==> src/rtl/circular_fifo_pkg.sv <==
// Shared FIFO definitions: read-mode constants and width helpers.
package fifo_pkg;

  localparam int unsigned FIFO_MODE_STD  = 0;
  localparam int unsigned FIFO_MODE_FWFT = 1;

  // Bits needed to index DEPTH entries (at least 1).
  function automatic int unsigned ptr_width(input int unsigned depth);
    return (depth <= 1) ? 1 : $clog2(depth);
  endfunction

  // Bits needed to hold an occupancy of 0..DEPTH.
  function automatic int unsigned cnt_width(input int unsigned depth);
    return $clog2(depth + 1);
  endfunction

endpackage

==> src/rtl/circular_fifo_if.sv <==
// FIFO data/status bundle; the producer/consumer side is master, the FIFO is slave.
interface circular_fifo_if
  import fifo_pkg::*;
#(
  parameter int unsigned DATA_WIDTH = 8,
  parameter int unsigned DEPTH      = 8
);

  localparam int unsigned CNT_W = cnt_width(DEPTH);

  logic                  wr_en;
  logic [DATA_WIDTH-1:0] wr_data;
  logic                  rd_en;
  logic [DATA_WIDTH-1:0] rd_data;
  logic                  rd_valid;
  logic                  full;
  logic                  empty;
  logic                  almost_full;
  logic                  almost_empty;
  logic [CNT_W-1:0]      count;
  logic                  overflow;
  logic                  underflow;
  logic                  clr_err;

  modport master (
    output wr_en, wr_data, rd_en, clr_err,
    input  rd_data, rd_valid, full, empty, almost_full, almost_empty,
           count, overflow, underflow
  );

  modport slave (
    input  wr_en, wr_data, rd_en, clr_err,
    output rd_data, rd_valid, full, empty, almost_full, almost_empty,
           count, overflow, underflow
  );

endinterface

==> src/rtl/circular_fifo_ptr_wrap.sv <==
// Circular pointer: advances on en and wraps DEPTH-1 -> 0 by explicit compare.
module fifo_ptr_wrap
  import fifo_pkg::*;
#(
  parameter int unsigned DEPTH = 8,
  localparam int unsigned PTR_W = ptr_width(DEPTH)
) (
  input  logic             clk,
  input  logic             reset,
  input  logic             en,
  output logic [PTR_W-1:0] ptr
);

  localparam logic [PTR_W-1:0] LAST = PTR_W'(DEPTH - 1);

  // Pointer register with wrap at the last storage entry.
  always_ff @(posedge clk or posedge reset) begin
    if (reset) begin
      ptr <= '0;
    end else if (en) begin
      if (ptr == LAST) ptr <= '0;
      else             ptr <= ptr + PTR_W'(1);
    end
  end

endmodule

==> src/rtl/circular_fifo.sv <==
// Single-clock circular-buffer FIFO with arbitrary depth, occupancy count,
// almost thresholds, optional first-word-fall-through and sticky error flags.
module circular_fifo
  import fifo_pkg::*;
#(
  parameter int unsigned DATA_WIDTH      = 8,
  parameter int unsigned DEPTH           = 8,
  parameter int unsigned FWFT            = FIFO_MODE_STD,
  parameter int unsigned ALMOST_FULL_TH  = DEPTH - 1,
  parameter int unsigned ALMOST_EMPTY_TH = 1
) (
  input  logic            clk,
  input  logic            reset,
  circular_fifo_if.slave  bus
);

  localparam int unsigned PTR_W = ptr_width(DEPTH);
  localparam int unsigned CNT_W = cnt_width(DEPTH);

  localparam logic [CNT_W-1:0] CNT_FULL = CNT_W'(DEPTH);
  localparam logic [CNT_W-1:0] CNT_AF   = CNT_W'(ALMOST_FULL_TH);
  localparam logic [CNT_W-1:0] CNT_AE   = CNT_W'(ALMOST_EMPTY_TH);

  if (DEPTH < 2) begin : g_bad_depth
    $error("circular_fifo: DEPTH must be at least 2");
  end
  if (ALMOST_FULL_TH > DEPTH) begin : g_bad_af
    $error("circular_fifo: ALMOST_FULL_TH must not exceed DEPTH");
  end
  if (ALMOST_EMPTY_TH >= DEPTH) begin : g_bad_ae
    $error("circular_fifo: ALMOST_EMPTY_TH must be below DEPTH");
  end

  logic [DATA_WIDTH-1:0] mem [DEPTH];
  logic [PTR_W-1:0]      wr_ptr;
  logic [PTR_W-1:0]      rd_ptr;
  logic [CNT_W-1:0]      count_q;
  logic [CNT_W-1:0]      count_next;
  logic                  full_q;
  logic                  empty_q;
  logic                  af_q;
  logic                  ae_q;
  logic                  ovf_q;
  logic                  udf_q;
  logic                  rd_acc;
  logic                  wr_acc;

  // Acceptance: a read needs data; a write into a full FIFO needs a same-cycle read.
  always_comb begin
    rd_acc = bus.rd_en & ~empty_q;
    wr_acc = bus.wr_en & (~full_q | rd_acc);
  end

  // Next occupancy from the accepted operations.
  always_comb begin
    count_next = count_q;
    case ({wr_acc, rd_acc})
      2'b10:   count_next = count_q + CNT_W'(1);
      2'b01:   count_next = count_q - CNT_W'(1);
      default: count_next = count_q;
    endcase
  end

  fifo_ptr_wrap #(.DEPTH(DEPTH)) u_wr_ptr (
    .clk   (clk),
    .reset (reset),
    .en    (wr_acc),
    .ptr   (wr_ptr)
  );

  fifo_ptr_wrap #(.DEPTH(DEPTH)) u_rd_ptr (
    .clk   (clk),
    .reset (reset),
    .en    (rd_acc),
    .ptr   (rd_ptr)
  );

  // Storage write; contents are deliberately not reset.
  always_ff @(posedge clk) begin
    if (wr_acc) mem[wr_ptr] <= bus.wr_data;
  end

  // Count and status flags, all derived from count_next so they never lag count.
  always_ff @(posedge clk or posedge reset) begin
    if (reset) begin
      count_q <= '0;
      full_q  <= 1'b0;
      empty_q <= 1'b1;
      af_q    <= 1'b0;
      ae_q    <= 1'b1;
    end else begin
      count_q <= count_next;
      full_q  <= (count_next == CNT_FULL);
      empty_q <= (count_next == '0);
      af_q    <= (count_next >= CNT_AF);
      ae_q    <= (count_next <= CNT_AE);
    end
  end

  // Sticky error flags; a new error outranks a same-cycle clear.
  always_ff @(posedge clk or posedge reset) begin
    if (reset) begin
      ovf_q <= 1'b0;
      udf_q <= 1'b0;
    end else begin
      ovf_q <= (bus.wr_en & ~wr_acc) | (ovf_q & ~bus.clr_err);
      udf_q <= (bus.rd_en & ~rd_acc) | (udf_q & ~bus.clr_err);
    end
  end

  if (FWFT == FIFO_MODE_FWFT) begin : g_fwft
    // Head word is presented directly from storage while the FIFO holds data.
    always_comb begin
      bus.rd_data  = mem[rd_ptr];
      bus.rd_valid = ~empty_q;
    end
  end else begin : g_std
    logic [DATA_WIDTH-1:0] rd_data_q;
    logic                  rd_valid_q;

    // Registered read: data appears the cycle after an accepted read.
    always_ff @(posedge clk or posedge reset) begin
      if (reset) begin
        rd_data_q  <= '0;
        rd_valid_q <= 1'b0;
      end else begin
        rd_valid_q <= rd_acc;
        if (rd_acc) rd_data_q <= mem[rd_ptr];
      end
    end

    // Drive the registered read port.
    always_comb begin
      bus.rd_data  = rd_data_q;
      bus.rd_valid = rd_valid_q;
    end
  end

  // Status outputs.
  always_comb begin
    bus.count        = count_q;
    bus.full         = full_q;
    bus.empty        = empty_q;
    bus.almost_full  = af_q;
    bus.almost_empty = ae_q;
    bus.overflow     = ovf_q;
    bus.underflow    = udf_q;
  end

endmodule
==> src/flat_wrapper.sv <==
// flat-port wrapper written by rule: the top's interface ports become plain ports
module circular_fifo_flat import fifo_pkg::*;
#(
  parameter int unsigned DATA_WIDTH      = 8,
  parameter int unsigned DEPTH           = 8,
  parameter int unsigned FWFT            = FIFO_MODE_STD,
  parameter int unsigned ALMOST_FULL_TH  = DEPTH - 1,
  parameter int unsigned ALMOST_EMPTY_TH = 1
)
  (clk, reset, bus_wr_en, bus_wr_data, bus_rd_en, bus_clr_err, bus_rd_data, bus_rd_valid, bus_full, bus_empty, bus_almost_full, bus_almost_empty, bus_count, bus_overflow, bus_underflow);
  circular_fifo_if #(.DATA_WIDTH(DATA_WIDTH), .DEPTH(DEPTH)) bus_i ();
  input  logic clk;
  input  logic reset;
  input wire logic [$bits(bus_i.wr_en)-1:0] bus_wr_en;
  input wire logic [$bits(bus_i.wr_data)-1:0] bus_wr_data;
  input wire logic [$bits(bus_i.rd_en)-1:0] bus_rd_en;
  input wire logic [$bits(bus_i.clr_err)-1:0] bus_clr_err;
  output wire logic [$bits(bus_i.rd_data)-1:0] bus_rd_data;
  output wire logic [$bits(bus_i.rd_valid)-1:0] bus_rd_valid;
  output wire logic [$bits(bus_i.full)-1:0] bus_full;
  output wire logic [$bits(bus_i.empty)-1:0] bus_empty;
  output wire logic [$bits(bus_i.almost_full)-1:0] bus_almost_full;
  output wire logic [$bits(bus_i.almost_empty)-1:0] bus_almost_empty;
  output wire logic [$bits(bus_i.count)-1:0] bus_count;
  output wire logic [$bits(bus_i.overflow)-1:0] bus_overflow;
  output wire logic [$bits(bus_i.underflow)-1:0] bus_underflow;
  assign bus_i.wr_en = bus_wr_en;
  assign bus_i.wr_data = bus_wr_data;
  assign bus_i.rd_en = bus_rd_en;
  assign bus_i.clr_err = bus_clr_err;
  assign bus_rd_data = bus_i.rd_data;
  assign bus_rd_valid = bus_i.rd_valid;
  assign bus_full = bus_i.full;
  assign bus_empty = bus_i.empty;
  assign bus_almost_full = bus_i.almost_full;
  assign bus_almost_empty = bus_i.almost_empty;
  assign bus_count = bus_i.count;
  assign bus_overflow = bus_i.overflow;
  assign bus_underflow = bus_i.underflow;
  circular_fifo #(.DATA_WIDTH(DATA_WIDTH), .DEPTH(DEPTH), .FWFT(FWFT), .ALMOST_FULL_TH(ALMOST_FULL_TH), .ALMOST_EMPTY_TH(ALMOST_EMPTY_TH)) u_core (.clk(clk), .reset(reset), .bus(bus_i));
endmodule
==> config.mk <==
export PLATFORM = sky130hd
export DESIGN_NAME = circular_fifo_flat
export DESIGN_NICKNAME = d
export VERILOG_FILES = /design/src/rtl/circular_fifo_pkg.sv /design/src/rtl/circular_fifo_if.sv /design/src/rtl/circular_fifo_ptr_wrap.sv /design/src/rtl/circular_fifo.sv /design/src/flat_wrapper.sv
export SDC_FILE = /design/constraint.sdc
export NUM_CORES = 1
export LEC_CHECK = 0
export ABC_AREA = 1
export BUFFER_PORTS_ARGS = -buffer_cell sky130_fd_sc_hd__buf_2
export CORE_MARGIN = 4
export CORE_UTILIZATION = 25
export CTS_BUF_LIST = sky130_fd_sc_hd__clkbuf_4 sky130_fd_sc_hd__clkbuf_8
export CTS_CLUSTER_DIAMETER = 120
export DETAILED_ROUTE_END_ITERATION = 6
export SLEW_MARGIN = 20
export SYNTH_ARGS = -nofsm -noshare
export SYNTH_HDL_FRONTEND = slang
export SYNTH_SLANG_ARGS = --single-unit
==> constraint.sdc <==
create_clock -name clk -period 2.1 [get_ports clk]
set_input_delay 0.21 -clock clk [delete_from_list [all_inputs] [get_ports clk]]
set_output_delay 0.21 -clock clk [all_outputs]
set_load 0.03 [all_outputs]
======== Word level (Yosys, flattened, before mapping) ========
Memory sizes are Yosys's and may differ from the RTL's. A register that Yosys moved wholly into a read port is not among the register bits.
Cells that the tools add are included.
word-level totals
  register bits after elaboration ......... 17
  bits in writable memories ............... 64
  word-level logic and storage cells ...... 42
  memories ................................ 1
operators by class
  add/sub/neg operators ................... 4
  order comparisons ....................... 2
  equal/unequal tests ..................... 5
  mux-type cells .......................... 5
  bitwise gates (word level) .............. 14
  reductions and logical operators ........ 1
memories
  memory      words  width  read ports  clocked after memory_dff  write ports  line                 text
  u_core.mem  8      8      1           1                         1            circular_fifo.sv:34  logic [DATA_WIDTH-1:0] mem [DEPTH];
operators by type and width
  operator             number
  $pmux 4 s2           1
  $add 3x1->3 const B  2
  $and 1x1->1          6
  $eq 3x3->1 const B   2
  $mux 3               2
  $not 1->1            5
  $add 4x1->4 const B  1
  $eq 4x4->1 const B   1
  $ge 4x3->1 const B   1
  $le 4x1->1 const B   1
  $logic_not 4->1      1
  $sub 4x1->4 const B  1
  $or 1x1->1           3
  $eq 2x1->1 const B   1
  $eq 2x2->1 const B   1
  $mux 1               2

======== Longest topological paths before layout ========
  word-level depth ........................ 7
  depth in mapped cells ................... 16
  depth with buffers taken out ............ 16

======== Modules after synthesis ========
A second synthesis with hierarchy kept.
second synthesis, totals
  cells, all modules ...................... 342
  area total of the unflattened synthesis .. 3777.4 um2
by module, submodules not included
  module         times used  cells each  area an instance (um2)  seq. area each (um2)
  circular_fifo  1           306         3477.1                  2399.8
  fifo_ptr_wrap  2           18          150.1                   75.1

======== Least setup slack after synthesis ========
No wires, ideal clock.
  path kind ............................... reg2reg
  start point ............................. reg u_core.empty_q, in the netlist u_core.bus.empty
  end point ............................... reg u_core.empty_q, in the netlist u_core.bus.empty
  setup time .............................. 0.068 ns
  arrival time ............................ 2.168 ns
  data required time ...................... 2.032 ns
  path slack .............................. -0.136 ns
  cell stages (with the launch flop) ...... 15
  path buffers ............................ 0
  cells stage by stage .................... dfstp_2 -> nor2_4 -> inv_2 -> nand2_1 -> nand2_2 -> ha_1 -> nand2_1 -> inv_1 -> nor2_2 -> ha_1 -> o21ai_1 -> inv_2 -> nor2_4 -> nand3_2 -> a21oi_2
on the way
  cells in the longest elaborated chain, start to end .. 7
  elaborated cells between the ends (all ways) .. 8
ends and longest elaborated chain
  item                                             line                 text
  start: declaration                               circular_fifo.sv:40  logic empty_q;
  start signal: assignment                         circular_fifo.sv:94  empty_q <= (count_next == '0);
  $not 1->1 (*)                                    circular_fifo.sv:50  rd_acc = bus.rd_en & ~empty_q;
  $and 1x1->1 (*)                                  circular_fifo.sv:50
  $or 1x1->1                                       circular_fifo.sv:51  wr_acc = bus.wr_en & (~full_q | rd_acc);
  $and 1x1->1                                      circular_fifo.sv:51
  $eq 2x1->1 / $eq 2x2->1 (equally long branches)  circular_fifo.sv:57  case ({wr_acc, rd_acc})
  $pmux 4 s2 (*)                                   circular_fifo.sv:57
  via u_core.count_next[1]                         circular_fifo.sv:38  logic [CNT_W-1:0] count_next;
  $logic_not 4->1 (*)                              circular_fifo.sv:94
The timed path passes the listed nets; every way through them passes the cells marked *.
A chain may end at the register's enable or synchronous reset.

======== Worst setup path after layout ========
Same ends and word-level chain as after synthesis.

==> out/qor.json <==
{
  "power_and_ir_drop": {
    "ir_drop_mv": 0.566,
    "cellLeakagePower_nw": 1.71,
    "total_power_w": 0.00642,
    "p_per_area_mw_per_mm2": 1460
  },
  "critical_path": {
    "ff2ff_setup_slack_ns": 0.11,
    "cp-start-kind": "flop",
    "worstPathMaxFanout": 5,
    "crit_path_end_kind": "flop",
    "r2r-end": "u_core.bus.empty",
    "ff2ff_path_depth": 14,
    "reg2reg_from": "u_core.bus.empty",
    "req_time_crit_path_ns": 2.40,
    "crit_type": "reg2reg",
    "timing.critical_path.arrival_ns": 2.29
  },
  "floorplanning": {
    "chipWidth_um": 129,
    "core_region_area_sq_mm": 0.0141,
    "number_of_ports_placed_on_the_die_boundary": 32,
    "dieArea_sq_mm": 0.0166,
    "fp.dieH_um": 129,
    "start_util": 0.259,
    "placementRows": 43
  },
  "global_route": {
    "grt_pass1_wl_um": 12400,
    "grt_antenna_before_repair": 0,
    "grt_overflow": 0,
    "pin_count_of_the_biggest_net_entering_global_routing": 35,
    "gr-usage-all-layers": 0.0989,
    "first_global_vias": 2285
  },
  "synth": {
    "synth.lib_cells_used.distinct": 29,
    "synth_warnings": 0,
    "synth-edff-count": 64,
    "synthDominantAreaCellType": "edfxtp_1",
    "postSynth.topFlopCell": "edfxtp_1",
    "synthArstFlopShare": 0.281,
    "top_cells_by_instance_count_after_synthesis": "edfxtp_1 (64), nor2_1 (58), o21ai_0 (39)",
    "syn-instance-count": 313,
    "syn_std_cell_area_sq_mm": 0.00366,
    "yosys.cell_count.top_type": "edfxtp_1",
    "area_contributors_post_synth": "edfxtp_1 (53%), dfrtp_1 (16%), nor2_1 (6.0%)",
    "postSynthAreaPerCell_sq_um": 11.7,
    "synth-seq-area-share": 0.697,
    "yosys_register_bits": 89,
    "synthesis.nets": 333,
    "netlist.area_leader.share": 0.525
  },
  "detailed_routing": {
    "detailroute.via_count": 2401,
    "ant_nets": 0,
    "drt_iter0_drc": 153,
    "wire_per_inst_um": 14.6,
    "drc_errors": 0,
    "met3RoutedLength_um": 608,
    "detailedRoute.firstPassIterationCount": 4,
    "top_routing_layer_in_use": "met4",
    "postRouteWirelength_um": 8000,
    "met2_length_um": 3620,
    "detail_route.wirelength.met1_um": 3700,
    "avgViaCountPerCell": 4.40
  },
  "finish": {
    "final_cells": 546,
    "final_net_count": 381,
    "postLayoutCoreUtil": 0.312,
    "final_layout_size_suffix_gt1_frac": 0.230,
    "fin_area_sq_mm": 0.00440,
    "filler_cell_count": 1420,
    "antenna-diode-count": 0,
    "area.growth.synth_to_final_pct": 20.4
  },
  "clock_tree": {
    "tritoncts_num_sinks": 89,
    "clock_insertion_delay_worst_skew_ns": 0.36,
    "cts_max_path_buffers": 2,
    "worst_setup_hold_path_clk_slew_ns": 0.09,
    "tritoncts": "yes",
    "numCtsBuffers": 9,
    "clockRootBuffer": "clkbuf_8",
    "cts_htree_levels": 3
  },
  "status": {
    "status": "finished, final reports clean"
  },
  "timing": {
    "post-route-period-util": 0.948,
    "setup_viol_count_final": 0,
    "timing_max_transition_violations_final": 0,
    "layout_min_cycle_time_ns": 1.99,
    "timing.setup.tns_ns": 0,
    "maxSlewHeadroom": 0.381,
    "clock_skew_after_layout_ns": 0.0108,
    "hold_viol": 0,
    "max_frequency_mhz": 502,
    "max_slew.worst_pin.slew_ns": 0.923,
    "rsz_0062_raised_after_global_routing": "false"
  },
  "place": {
    "io_buffer_count": 31,
    "place.gp.congestion": 0.785,
    "dpl-instance-area_sq_mm": 0.00411,
    "dpl.cell_count": 526,
    "place.detailed.hpwl_um": 5100
  },
  "min_path": {
    "hold_path_start": "bus_clr_err",
    "worstHoldPathType": "in2reg",
    "holdPathStages": 2,
    "holdPathEnd": "u_core.bus.overflow"
  },
  "run": {
    "maxCapViolCount": 0
  }
}
[cells by family (layout without fill, tap and decap cells)]
group,Yosys count,count (layout),share of synthesized area
buf+inv,33,86,0.0373
compound gates,61,61,0.0958
flops,89,89,0.697
xor+xnor,2,2,0.00479
fa+ha+maj,7,7,0.0239
simple gates,121,121,0.141
[timing repair]
action	4_1_cts	5_1_grt
gates resized for setup	0	4
hold buffers	0	1
buffers inserted	0	3
endpoints found under the hold margin	0	23
endpoints found under the setup margin	0	5
[placed cells by master, fill, tap and decap left out, types with 9 or more instances in the layout]
| cell type | instances |
|---|---|
| clkbuf_8 | 9 |
| edfxtp_1 | 64 |
| nand2_1 | 34 |
| nor2_1 | 57 |
| buf_4 | 16 |
| buf_2 | 31 |
| nand3_1 | 17 |
| o211ai_1 | 16 |
| dfrtp_1 | 23 |
| o21ai_0 | 39 |
| inv_1 | 15 |
[layout make-up]
cell class | count | area, sq um | share of cell area
Tap cell | 180 | 225 | 0.0511
Inverter | 22 | 85.1 | 0.0193
Clock inverter | 7 | 124 | 0.0281
Multi-Input combinational cell | 191 | 1010 | 0.230
Clock buffer | 9 | 124 | 0.0281
Timing Repair Buffer | 48 | 285 | 0.0648
Sequential cell | 89 | 2550 | 0.579
[power by group]
group / internal (W) / switching, W
clock network: 0.000801 / 0.000623
logic: 0.000778 / 0.00168
registers: 0.00231 / 0.000221
[worst max-delay path, stage by stage (launching register included)]
cell and delay (ns):
dfstp_2 0.56, nor2_4 0.05, inv_4 0.05, nand2_4 0.04, nand2_4 0.07, ha_4 0.16, nand2_1 0.07, inv_2 0.07
nor2_2 0.04, ha_1 0.31, o21ai_2 0.15, inv_2 0.08, nor2_4 0.08, nand3_2 0.08, a21oi_2 0.11
[per-layer routing]
metal / vias up / global-route usage
met4: 0 / 0.0266
met1: 1144 / 0.135
li1: 1179 / -
met3: 6 / 0.0324
met2: 72 / 0.152
met5: - / 0
[state kept, by name, indices dropped and copies added (netlist names)]
register / flops
u_core.bus.overflow: 1
u_core.bus.rd_data: 8
u_core.bus.count: 4
u_core.bus.almost_full: 1
u_core.bus.rd_valid: 1
u_core.bus.underflow: 1
u_core.u_wr_ptr.ptr: 3
u_core.bus.almost_empty: 1
u_core.bus.full: 1
u_core.u_rd_ptr.ptr: 3
u_core.bus.empty: 1
u_core.mem: 64
[through the flow]
step | worst slack (ns) | hold WS [ns]
2_1_floorplan | -0.0114 | 0.236
3_3_place_gp | 0.0985 | 0.411
3_5_place_dp | 0.0529 | 0.431
4_1_cts | 0.0282 | 0.0370
5_1_grt | 0.00482 | 0.0461
6_report | 0.109 | 0.0493
[how the worst max path moves through the flow]
stage / startpoint / to / slack [ns] / cells past startpoint
after floorplan: u_core.bus.empty / u_core.bus.empty / -0.01 / 14
after global placement: u_core.bus.empty / u_core.bus.empty / 0.1 / 14
after detailed placement: u_core.bus.empty / u_core.bus.empty / 0.05 / 14
after CTS: u_core.bus.empty / u_core.bus.empty / 0.03 / 14
after global routing: u_core.bus.empty / u_core.bus.almost_full / 0.005 / 15
final: u_core.bus.empty / u_core.bus.empty / 0.11 / 14
(Power assumes the default switching activity.)
